## src/rtl/fcvt_issue.sv

```systemverilog
// fcvt_issue -- issue/retire controller for the FPU conversion units.
//
// Accepts conversion requests (ftoi / itof) over valid/ready, presents the
// operand to both units, tracks each in-flight op's tag through a per-unit
// shift pipe that matches the unit latency, and captures the unit result
// into an in-order result FIFO when the op leaves its pipe.
//
// Ports:
//   clk, rst              clock, asynchronous active-high reset
//   req_valid/req_ready   request handshake (issue = valid && ready)
//   req_op                0 = ftoi, 1 = itof
//   req_src, req_tag      operand and destination tag
//   ftoi_s/ftoi_d         operand to / result from the ftoi unit
//   itof_s/itof_d         operand to / result from the itof unit
//   res_valid/res_ready   result handshake to writeback (FIFO head)
//   res_data/tag/op       head entry contents
//   busy                  any op in flight or any result queued
module fcvt_issue #(
  parameter int TAG_W      = 5,
  parameter int FTOI_LAT   = 1,
  parameter int ITOF_LAT   = 2,
  parameter int FIFO_DEPTH = 4
) (
  input  logic             clk,
  input  logic             rst,
  input  logic             req_valid,
  output logic             req_ready,
  input  logic             req_op,
  input  logic [31:0]      req_src,
  input  logic [TAG_W-1:0] req_tag,
  output logic [31:0]      ftoi_s,
  input  logic [31:0]      ftoi_d,
  output logic [31:0]      itof_s,
  input  logic [31:0]      itof_d,
  output logic             res_valid,
  input  logic             res_ready,
  output logic [31:0]      res_data,
  output logic [TAG_W-1:0] res_tag,
  output logic             res_op,
  output logic             busy
);

  localparam int MAX_LAT = (FTOI_LAT > ITOF_LAT) ? FTOI_LAT : ITOF_LAT;
  localparam int PW      = $clog2(FIFO_DEPTH);
  localparam int CNTW    = PW + 1;
  // Wide enough for fifo count plus every pipe stage without overflow.
  localparam int CW      = $clog2(FIFO_DEPTH + FTOI_LAT + ITOF_LAT + 1) + 1;

  // Units sample every edge; only the issue cycle's operand matters.
  assign ftoi_s = req_src;
  assign itof_s = req_src;

  // ---------------- metadata pipes ----------------
  logic [FTOI_LAT-1:0] ftoi_v_q;
  logic [TAG_W-1:0]    ftoi_tag_q [FTOI_LAT];
  logic [ITOF_LAT-1:0] itof_v_q;
  logic [TAG_W-1:0]    itof_tag_q [ITOF_LAT];

  logic issue, issue_ftoi, issue_itof;
  assign issue      = req_valid && req_ready;
  assign issue_ftoi = issue && !req_op;
  assign issue_itof = issue &&  req_op;

  always_ff @(posedge clk or posedge rst) begin
    if (rst) begin
      ftoi_v_q <= '0;
      itof_v_q <= '0;
      for (int i = 0; i < FTOI_LAT; i++) ftoi_tag_q[i] <= '0;
      for (int i = 0; i < ITOF_LAT; i++) itof_tag_q[i] <= '0;
    end else begin
      ftoi_v_q[0]   <= issue_ftoi;
      ftoi_tag_q[0] <= req_tag;
      for (int i = 1; i < FTOI_LAT; i++) begin
        ftoi_v_q[i]   <= ftoi_v_q[i-1];
        ftoi_tag_q[i] <= ftoi_tag_q[i-1];
      end
      itof_v_q[0]   <= issue_itof;
      itof_tag_q[0] <= req_tag;
      for (int i = 1; i < ITOF_LAT; i++) begin
        itof_v_q[i]   <= itof_v_q[i-1];
        itof_tag_q[i] <= itof_tag_q[i-1];
      end
    end
  end

  // ---------------- ordering / collision ----------------
  // An op sitting in stage s of a pipe of latency L pushes (L-1-s) cycles
  // from now. comp[k] marks a push k cycles ahead. A new op of latency L
  // pushes L cycles ahead, so any pending push at k >= L would either
  // collide with it or retire after it (out of order).
  logic [MAX_LAT-1:0] comp;
  always_comb begin
    comp = '0;
    for (int s = 0; s < FTOI_LAT; s++)
      if (ftoi_v_q[s]) comp[FTOI_LAT-1-s] = 1'b1;
    for (int s = 0; s < ITOF_LAT; s++)
      if (itof_v_q[s]) comp[ITOF_LAT-1-s] = 1'b1;
  end

  logic ftoi_order_ok, itof_order_ok, order_ok;
  assign ftoi_order_ok = ~|(comp >> FTOI_LAT);
  assign itof_order_ok = ~|(comp >> ITOF_LAT);
  assign order_ok      = req_op ? itof_order_ok : ftoi_order_ok;

  // ---------------- credits ----------------
  logic [CNTW-1:0] cnt_q;
  logic [CW-1:0]   inflight;
  always_comb begin
    inflight = '0;
    for (int s = 0; s < FTOI_LAT; s++) inflight = inflight + CW'(ftoi_v_q[s]);
    for (int s = 0; s < ITOF_LAT; s++) inflight = inflight + CW'(itof_v_q[s]);
  end

  // Registered count only: a pop in this same cycle does not free a credit.
  logic credit_ok;
  assign credit_ok = (CW'(cnt_q) + inflight) < CW'(FIFO_DEPTH);
  assign req_ready = credit_ok && order_ok;

  // ---------------- completion capture ----------------
  logic             ftoi_done, itof_done, push, pop;
  logic [31:0]      push_data;
  logic [TAG_W-1:0] push_tag;
  logic             push_op;

  assign ftoi_done = ftoi_v_q[FTOI_LAT-1];
  assign itof_done = itof_v_q[ITOF_LAT-1];
  assign push      = ftoi_done || itof_done;   // never both, see comp
  assign push_data = ftoi_done ? ftoi_d : itof_d;
  assign push_tag  = ftoi_done ? ftoi_tag_q[FTOI_LAT-1] : itof_tag_q[ITOF_LAT-1];
  assign push_op   = !ftoi_done;

  // ---------------- result FIFO ----------------
  logic [31:0]      data_mem_q [FIFO_DEPTH];
  logic [TAG_W-1:0] tag_mem_q  [FIFO_DEPTH];
  logic             op_mem_q   [FIFO_DEPTH];
  logic [PW-1:0]    wr_ptr_q, rd_ptr_q;

  assign res_valid = (cnt_q != '0);
  assign pop       = res_valid && res_ready;

  always_ff @(posedge clk or posedge rst) begin
    if (rst) begin
      wr_ptr_q <= '0;
      rd_ptr_q <= '0;
      cnt_q    <= '0;
      for (int i = 0; i < FIFO_DEPTH; i++) begin
        data_mem_q[i] <= '0;
        tag_mem_q[i]  <= '0;
        op_mem_q[i]   <= 1'b0;
      end
    end else begin
      if (push) begin
        data_mem_q[wr_ptr_q] <= push_data;
        tag_mem_q[wr_ptr_q]  <= push_tag;
        op_mem_q[wr_ptr_q]   <= push_op;
        wr_ptr_q             <= wr_ptr_q + PW'(1);
      end
      if (pop) rd_ptr_q <= rd_ptr_q + PW'(1);
      case ({push, pop})
        2'b10:   cnt_q <= cnt_q + CNTW'(1);
        2'b01:   cnt_q <= cnt_q - CNTW'(1);
        default: cnt_q <= cnt_q;
      endcase
    end
  end

  assign res_data = data_mem_q[rd_ptr_q];
  assign res_tag  = tag_mem_q[rd_ptr_q];
  assign res_op   = op_mem_q[rd_ptr_q];

  assign busy = (|ftoi_v_q) || (|itof_v_q) || res_valid;

endmodule

```

## config.mk

```make
export PLATFORM = sky130hd
export DESIGN_NAME = fcvt_issue
export DESIGN_NICKNAME = d
export VERILOG_FILES = /design/src/rtl/fcvt_issue.sv
export SDC_FILE = /design/constraint.sdc
export NUM_CORES = 1
export LEC_CHECK = 0
export CORE_MARGIN = 2
export CORE_UTILIZATION = 44
export DETAILED_ROUTE_END_ITERATION = 8
export GPL_ROUTABILITY_DRIVEN = 0
export PLACE_DENSITY = 0.87
export SLEW_MARGIN = 5
export SYNTH_ARGS = -nofsm -noshare
export SYNTH_HDL_FRONTEND = slang
export SYNTH_SLANG_ARGS = --single-unit
```

## constraint.sdc

```tcl
create_clock -name clk -period 6.1 [get_ports clk]
set_clock_uncertainty 0.05 [all_clocks]
set_input_delay 1.22 -clock clk [delete_from_list [all_inputs] [get_ports clk]]
set_output_delay 1.22 -clock clk [all_outputs]
set_load 0.01 [all_outputs]
```

==> metrics <==
outcome finished, final reports clean; period utilization 0.732; initial core utilization 0.447; Gate Count Post-Synth roughly 700; largest net degree at the start of global routing 88; Gates resized, CTS repair 0; via count between 5000 and 6000; DIE HEIGHT between 100 and 150 um; io pins 211; Clock Tree Buf Depth 2; critical path data required time ~4.8 ns; CTS sink count 172; Total Routed Length 15.8 mm; mapped cell area 0.00801 mm^2; Final Setup Violations 0; mux share of post-synthesis cell area 0.156; Synth area leader dfrtp_1; Placement Cell Area between 0.008 and 0.009 mm^2; Worst setup SP type flip-flop; postcts setup bufs 0; Syn Area/Cell 11.4 um^2; initial antenna violation count 0; Place WS 2.09 ns; Post-Synth Simple-Gate Area 0.0767; GRT Total Usage 0.173; first-pass GRT wire length 26.8 mm; area grow syn2layout 17.0%; Clk Latency, worst-skew pair 0.42 ns; count of input and output buffers about 110; critical path class reg -> out; count of final hold-check violations 0; Mapped Nets 817; CP endpoint kind primary output; P per Cell Area 562 mW/mm^2; vias in the first global route around 5300; antenna cells 0; fraction of the mapped netlist area in adder cells 0.0159; overall power 5.27 mW; number of max-cap violations 0; max-slew violation count 0; crit path max fanout 48; Iteration-0 DRC Markers 219; share of the synthesized area in the top cell type 0.537; Root Buffer clkbuf_16; Tmin final 4.46 ns; Synth cell types 24; P_leak 4.06 nW; layout cells sized above 1 0.113; Site Rows 49; hold_buf cts 0; Seq/Total Area, Yosys 0.537; Post-route DRC 0; compound-gate portion of the synthesized area 0.103; Die Area about 0.019 mm^2; TritonCTS Buffers 17; fin area about 0.0094 mm^2; htree depth 4; Die Wd 139 um; worst hold slack 0.327 ns; Yosys Warn Count 0; Max Clk Rate around 0.22 GHz; #FFs+latches synth 172; CP arrival 3.19 ns; largest family of logic cells by synthesized area multiplexers; nets 846; remaining antenna violation count 0; Core Area 0.0179 mm^2; Final HPWL DP 9.76 mm; Worst-Margin Slew roughly 1.1 ns; GRT overflow 0; max_slew headroom 0.254; Reg clk slew, reported paths 0.07 ns; post-route setup TNS 0 ns; Post-Synth XOR/XNOR Area 0.00656; worst vdd ir 0.318 mV; CTS tree built; RSZ-0062 raised after global routing no; final worst slack approximately 1.6 ns; Hold WC Path Type reg -> reg; vias per inst 5.17; DR pass1 iterations 4; main area contributors after synthesis dfrtp_1 (54%), mux4_2 (11%), o21ai_0 (8.1%); WL/cell 16.2 um
## synthesized netlist by cell type
| library cell | count |
|---|---|
| a21boi_0 | 1 |
| a311oi_1 | 1 |
| buf_2 | 3 |
| buf_4 | 86 |
| buf_6 | 9 |
| clkbuf_1 | 12 |
| dfrtp_1 | 172 |
| fa_1 | 2 |
| ha_1 | 7 |
| inv_1 | 9 |
| mux2_2 | 1 |
| mux2i_1 | 38 |
| mux4_2 | 38 |
| nand2_1 | 154 |
| nor2_1 | 3 |
| nor3_1 | 1 |
| o21ai_0 | 129 |
| o21ai_1 | 23 |
| o21ai_2 | 4 |
| o31a_2 | 1 |
| or3_4 | 1 |
| or3b_1 | 1 |
| xnor2_1 | 3 |
| xor2_1 | 3 |
## critical path: stages (launching register included)
cell             delay [ns]
dfrtp_4                0.80
fa_1                   0.51
ha_1                   0.28
a311oi_1               0.34
a21boi_0               0.25
clkdlybuf4s50_1        0.57
## power breakdown
part | switching [mW] | internal (mW) | total [mW] | leakage (nW)
clock | 0.437 | 0.737 | 1.17 | 0.303
combinational | 0.827 | 1.15 | 1.98 | 1.68
sequential | 0.437 | 1.68 | 2.11 | 2.08
total | 1.70 | 3.57 | 5.27 | 4.06
## logic make-up (layout without fill, tap and decap cells)
family          Yosys count  count (layout)
simple gates            160             160
fa+ha+maj                 9               9
flops                   172             172
compound gates          159             159
buf+inv                 119             161
xor+xnor                  6               6
mux                      77              77
## state kept, by name (all words and copies together), names as in the netlist
| name | cells |
|---|---|
| data_mem_q | 128 |
| tag_mem_q | 20 |
| itof_tag_q | 10 |
| op_mem_q | 4 |
| cnt_q | 3 |
| itof_v_q | 2 |
| rd_ptr_q | 2 |
| wr_ptr_q | 2 |
| ftoi_done | 1 |
## routing by layer
| metal | part of all wire | wire length [um] | vias to the layer above | global-route usage |
|---|---|---|---|---|
| li1 | - | - | 2412 | - |
| met1 | 0.44 | 6930 | 2493 | 0.228 |
| met2 | 0.51 | 7970 | 105 | 0.288 |
| met3 | 0.043 | 677 | 25 | 0.0421 |
| met4 | 0.013 | 202 | 0 | 0.0516 |
| met5 | 0 | 0 | - | 0 |
## path summary, 6_finish.rpt
check | startpoint | endpoint | slack (ns) | depth (start not counted)
hold / removal | itof_tag_q[7] | itof_tag_q[2] | 0.33 | 0
min in group asynchronous | rst | ftoi_done | 1.27 | 2
setup reg to reg | ftoi_done | data_mem_q[5] | 3.67 | 3
hold reg to reg | itof_tag_q[7] | itof_tag_q[2] | 0.33 | 0
setup / recovery | ftoi_done | req_ready | 1.64 | 5
max in group asynchronous | rst | data_mem_q[41] | 3.81 | 3
## stage by stage
stage / cells / util
3_5_place_dp: 941 / 0.488
5_1_grt: 973 / 0.523
3_3_place_gp: 941 / 0.488
2_1_floorplan: 702 / -
6_report: 973 / 0.523
4_1_cts: 973 / 0.523
## layout make-up
cell class              instances  area [um^2]
clock buffers                  21          450
clock inverters                11          191
fillers                      1566         8530
inverters                       9         38.8
multi-input cells             411         2890
flip-flops and latches        172         4310
well taps                     229          287
repair buffers                120         1200
## placed cells by master, fill, tap and decap left out, types with 3 or more instances in the layout
cell type,count
dfrtp_1,169
clkbuf_16,17
xor2_1,3
o21ai_4,4
inv_1,8
o21ai_0,129
buf_4,5
nand2_1,154
clkbuf_1,3
clkdlybuf4s50_1,114
bufinv_16,5
ha_1,7
clkinvlp_4,3
o21ai_1,23
mux2i_1,38
mux4_2,38
nor2_1,3
xnor2_1,3
Note: power is estimated with default switching activity, not from simulation.
==> RTL edit 1: new RTL, config.mk and constraints unchanged <==
Set the parameter `FIFO_DEPTH` to 8 (it was 4).
--- a/src/rtl/fcvt_issue.sv
+++ b/src/rtl/fcvt_issue.sv
@@ -19,7 +19,7 @@
   parameter int TAG_W      = 5,
   parameter int FTOI_LAT   = 1,
   parameter int ITOF_LAT   = 2,
-  parameter int FIFO_DEPTH = 4
+  parameter int FIFO_DEPTH = 8
 ) (
   input  logic             clk,
   input  logic             rst,
Behaviour: not the same (a bounded check fails within 10 cycles, from zero or initial values and one cycle with rst high).
==> RTL edit 1 against the unedited design <==
- largest cell class unchanged
- area after synthesis up 94%
- sequential cell count up 155
- fmax down 1.1%
- highest routed layer unchanged
- total power up 94%
- cell count up 54%
- final area up 91%
- worst setup slack worse by 51 ps
- worst hold slack about the same
- die area up 91%
- wire length up 100%
- sequential power up 88%
==> RTL edit 1: results (changes against the unedited design) <==
Power, Total -> 10,200 uW (+94%)
Comb power -> 4070 uW (+110%)
Syn_nets -> 1,092 (+34%)
Wirelength per Cell -> 21.5 um (+32%)
Peak VDD IR -> 361 uV (+14%)
Post-Place Setup Slack -> 2050 ps (-35.6 ps)
Fillers -> 2,794 (+78%)
Worst Setup EP -> res_data[30]
DR WL met3 -> 1520 um (+120%)
GR met3 Demand/Resource -> 2.87% (-1.3 points)
Leakage -> 0.00746 uW (+83%)
Synth top area cells -> dfrtp_1, mux2_2, mux4_2
Clock group power -> 2180 uW (+86%)
Share of layout cells above drive strength 1 -> 50.9% (+40 points)
Slew headroom -> 26.9% (+1.5 points)
Gr usage total -> 18.2% (+0.85 points)
Status -> finished clean
Crit path from -> rd_ptr_q[0]$_DFFE_PP0P_
Clk buf depth -> 3 (+1)
Post-detail-place hpwl -> 19,100 um (+95%)
Largest regs -> data_mem_q (256), tag_mem_q (40), itof_tag_q (10)
Commonest cells post-synth -> mux2_2, dfrtp_1, mux4_2
R2R cell count -> 5 (+2)
DRT met1 WL -> 13,700 um (+98%)
Psw -> 3030 uW (+78%)
Register-to-register setup slack -> 2700 ps (-970 ps)
First-pass GRT wire length -> 51,900 um (+94%)
Area share of the largest cell type after synthesis -> 52.7% (-1.0 points)
Met2 Wirelength -> 16,500 um (+110%)
Area after DPL -> 16,700 um^2 (+91%)
Met1 usage -> 23.6% (+0.79 points)
Fin Hold WS -> 327 ps (-0.0490 ps)
CTS Buf Count -> 35 (+18)
Placed cell count -> 1,439 (+53%)
Total Wirelength -> 32,300 um (+100%)
Initial DRC Count -> 365 (+67%)
Final Net Count -> 1,136 (+34%)
## RTL edit 1: changes by cell type after synthesis, sizes merged, moves of 4 or more
cell	change
buf	+8
clkbuf	+4
dfrtp	+155
inv	+5
mux2	+372
mux2i	-32
mux4	+38
nand2	-149
o21ai	-149
## RTL edit 1: cells by family (layout without fill, tap and decap cells)
group / after synthesis / in the layout / share of synthesized area, %
AO/OA/AOI/OAI: 18 / 18 / 0.782
XOR/XNOR: 6 / 6 / 0.339
adder cells (fa/ha/maj): 9 / 9 / 0.822
buffers and inverters: 136 / 206 / 5.38
flip-flops: 327 / 327 / 52.7
multiplexers: 455 / 455 / 38.9
AND/OR/NAND/NOR: 26 / 26 / 1.02
## RTL edit 1: layout make-up
class | instances | area share, %
Inverter | 14 | 0.315
Tap cell | 455 | 3.19
Clock inverter | 12 | 0.960
Sequential cell | 327 | 45.9
Clock buffer | 51 | 5.75
Multi-Input combinational cell | 514 | 36.7
Timing Repair Buffer | 129 | 7.23
==> RTL edit 2: new RTL, same flow settings <==
Made on the original files. Reset style: synchronous (`rst`), changed in 2 clocked blocks. Comments in the files are not updated.
--- a/src/rtl/fcvt_issue.sv
+++ b/src/rtl/fcvt_issue.sv
@@ -61,7 +61,7 @@
   assign issue_ftoi = issue && !req_op;
   assign issue_itof = issue &&  req_op;
 
-  always_ff @(posedge clk or posedge rst) begin
+  always_ff @(posedge clk) begin
     if (rst) begin
       ftoi_v_q <= '0;
       itof_v_q <= '0;
@@ -138,7 +138,7 @@
   assign res_valid = (cnt_q != '0);
   assign pop       = res_valid && res_ready;
 
-  always_ff @(posedge clk or posedge rst) begin
+  always_ff @(posedge clk) begin
     if (rst) begin
       wr_ptr_q <= '0;
       rd_ptr_q <= '0;
Behaviour: differs if rst is asserted again (counterexample within 4 cycles, from zero or initial values and one cycle with rst high); with rst held inactive, the same outputs for 4 cycles.
==> RTL edit 2 against the unedited design <==
- area after synthesis grew 6.7%
- first-iteration DRC count increased by 79%
- global-route usage grew 1.0 points
- die area grew 6.5%
- sequential cell count rose by 2
- critical path depth down 1
- non-clock buffer count fell by 3
- final area increased by 5.6%
- worst hold slack gained 84 ps
- wire length grew 16%
- worst setup slack improved by 340 ps
- cell count increased by 1.1%
Power is not compared: it rests on default switching activity, and its combinational part moved more than twofold at a synthesized area within 25%.
==> RTL edit 2: results (changes against the unedited design) <==
Status -> finished clean
Wirelength per Cell -> 18.6 um (+15%)
Critical path fanouts, max -> 43 (-10%)
Mux share of post-synthesis cell area -> 10.0% (-5.6 points)
Leakage -> 0.00356 uW
Post-synth cell types -> 33 (+38%)
Commonest cells post-synth -> edfxtp_1, nor2_1, buf_4
Arr. time, crit path -> 2850 ps (-340 ps)
Initial antenna violation count -> 0 (unchanged)
Port Buffer Count -> 114 (unchanged)
Number of synthesized flops with an enable pin -> 152 (+152)
FFs w/ async S/R, synth -> 0% (-100 points)
Xor and xnor area share after synthesis -> 0.410% (-0.25 points)
Post-synthesis sequential area ratio -> 58.6% (+4.8 points)
Antenna diodes -> 0 (unchanged)
CTS HTree Levels -> 4 (unchanged)
Vias in the first global route -> 5,430 (+2.4%)
Post-detail-place hpwl -> 10,800 um (+10%)
Max incr delay on CP -> 1030 ps (+230 ps)
Largest regs -> data_mem_q (128), tag_mem_q (20), itof_tag_q (6)
Initial DRC Count -> 393 (+79%)
Synth top area cells -> edfxtp_1, mux4_2, buf_4
Share of layout cells above drive strength 1 -> 11.9% (+0.59 points)
Via count of the routed design -> 5,185 (+3.0%)
CTS Buf Count -> 17 (unchanged)
R2R cell count -> 3 (unchanged)
Hold depth -> 1 (+1)
Gr usage total -> 18.4% (+1.0 points)
Clk buf depth -> 2 (unchanged)
Hold Crit Class -> reg2reg
First-pass GRT wire length -> 28,400 um (+6.0%)
Area share of fa/ha/maj cells after synthesis -> 0.908% (-0.69 points)
Setup Fix Bufs, Post-CTS -> 0 (unchanged)
Slew headroom -> 25.1% (-0.33 points)
Crit-path slowest cell -> dfxtp_2
Synth Area in Compound Gates -> 6.81% (-3.5 points)
DRT Pass-1 Iters -> 5 (+1)
Fillers -> 1,580 (+0.89%)
Largest net degree at the start of global routing -> 119 (+35%)
Clock Latency Late Sink -> 430 ps
Syn_nets -> 795 (-2.7%)
Final Net Count -> 822 (-2.8%)
[RTL edit 2: path summary, 6_finish.rpt]
check	from	end	slack, ps
worst max-delay path	itof_v_q[1]$_SDFF_PP0_	req_ready	1980
worst max register to register	itof_v_q[1]$_SDFF_PP0_	data_mem_q[0][31]$_SDFFCE_PN0P_	2700
worst min-delay path	ftoi_tag_q[0][2]$_SDFF_PP0_	itof_tag_q[0][7]$_SDFF_PP0_	410
worst min register to register	ftoi_tag_q[0][2]$_SDFF_PP0_	itof_tag_q[0][7]$_SDFF_PP0_	410
[RTL edit 2: worst max-delay path: cells and delay by family (launching register included)]
| family | cells | cell delay [ps] |
|---|---|---|
| buffers and inverters | 1 | 540 |
| AOI/OAI and AO/OA | 1 | 170 |
| adders and majority gates | 1 | 560 |
| and+or+nand+nor | 1 | 120 |
| DFF | 1 | 1030 |
[RTL edit 2: cell type report]
| type | count | area, um^2 | share of cell area [%] |
|---|---|---|---|
| sequential | 174 | 5010 | 50.7 |
| multi-input combinational | 357 | 2720 | 27.5 |
| timing repair buffer | 117 | 1160 | 11.7 |
| clock buffer | 19 | 433 | 4.37 |
| tap | 260 | 325 | 3.29 |
| inverter | 44 | 165 | 1.67 |
| clock inverter | 13 | 80.1 | 0.809 |
[RTL edit 2: routing by layer]
layer / GRT usage [%] / part of all wire (%) / vias up
met5: 0 / 0 / -
met4: 7.17 / 1.9 / 0
met3: 4.27 / 5.9 / 33
met2: 32.1 / 52 / 188
met1: 22.1 / 40 / 2570
li1: - / - / 2394
[RTL edit 2: per-stage QoR]
step / std cells / utilization [%] / power (uW) / cell area [um^2] / setup WS (ps)
2_1_floorplan: 684 / - / 1860 / 8540 / 2830
3_3_place_gp: 952 / 49.7 / 2110 / 9380 / 2390
3_5_place_dp: 952 / 49.7 / 2120 / 9380 / 2380
4_1_cts: 984 / 52.4 / 3070 / 9900 / 1960
5_1_grt: 984 / 52.4 / 3170 / 9900 / 1830
6_report: 984 / 52.4 / 3050 / 9900 / 1980
[RTL edit 2: logic make-up (layout without fill, tap and decap cells)]
| group | Yosys count | after routing |
|---|---|---|
| and+or+nand+nor | 224 | 224 |
| DFF | 174 | 174 |
| buffers and inverters | 153 | 193 |
| AOI/OAI and AO/OA | 86 | 86 |
| muxes | 38 | 38 |
| adders and majority gates | 5 | 5 |
| xor gates and xnor gates | 4 | 4 |
[RTL edit 2: report_power, final]
| group | internal [uW] | switching, uW | total (uW) |
|---|---|---|---|
| Combinational | 364 | 241 | 606 |
| Clock | 546 | 418 | 963 |
| Sequential | 1370 | 115 | 1480 |
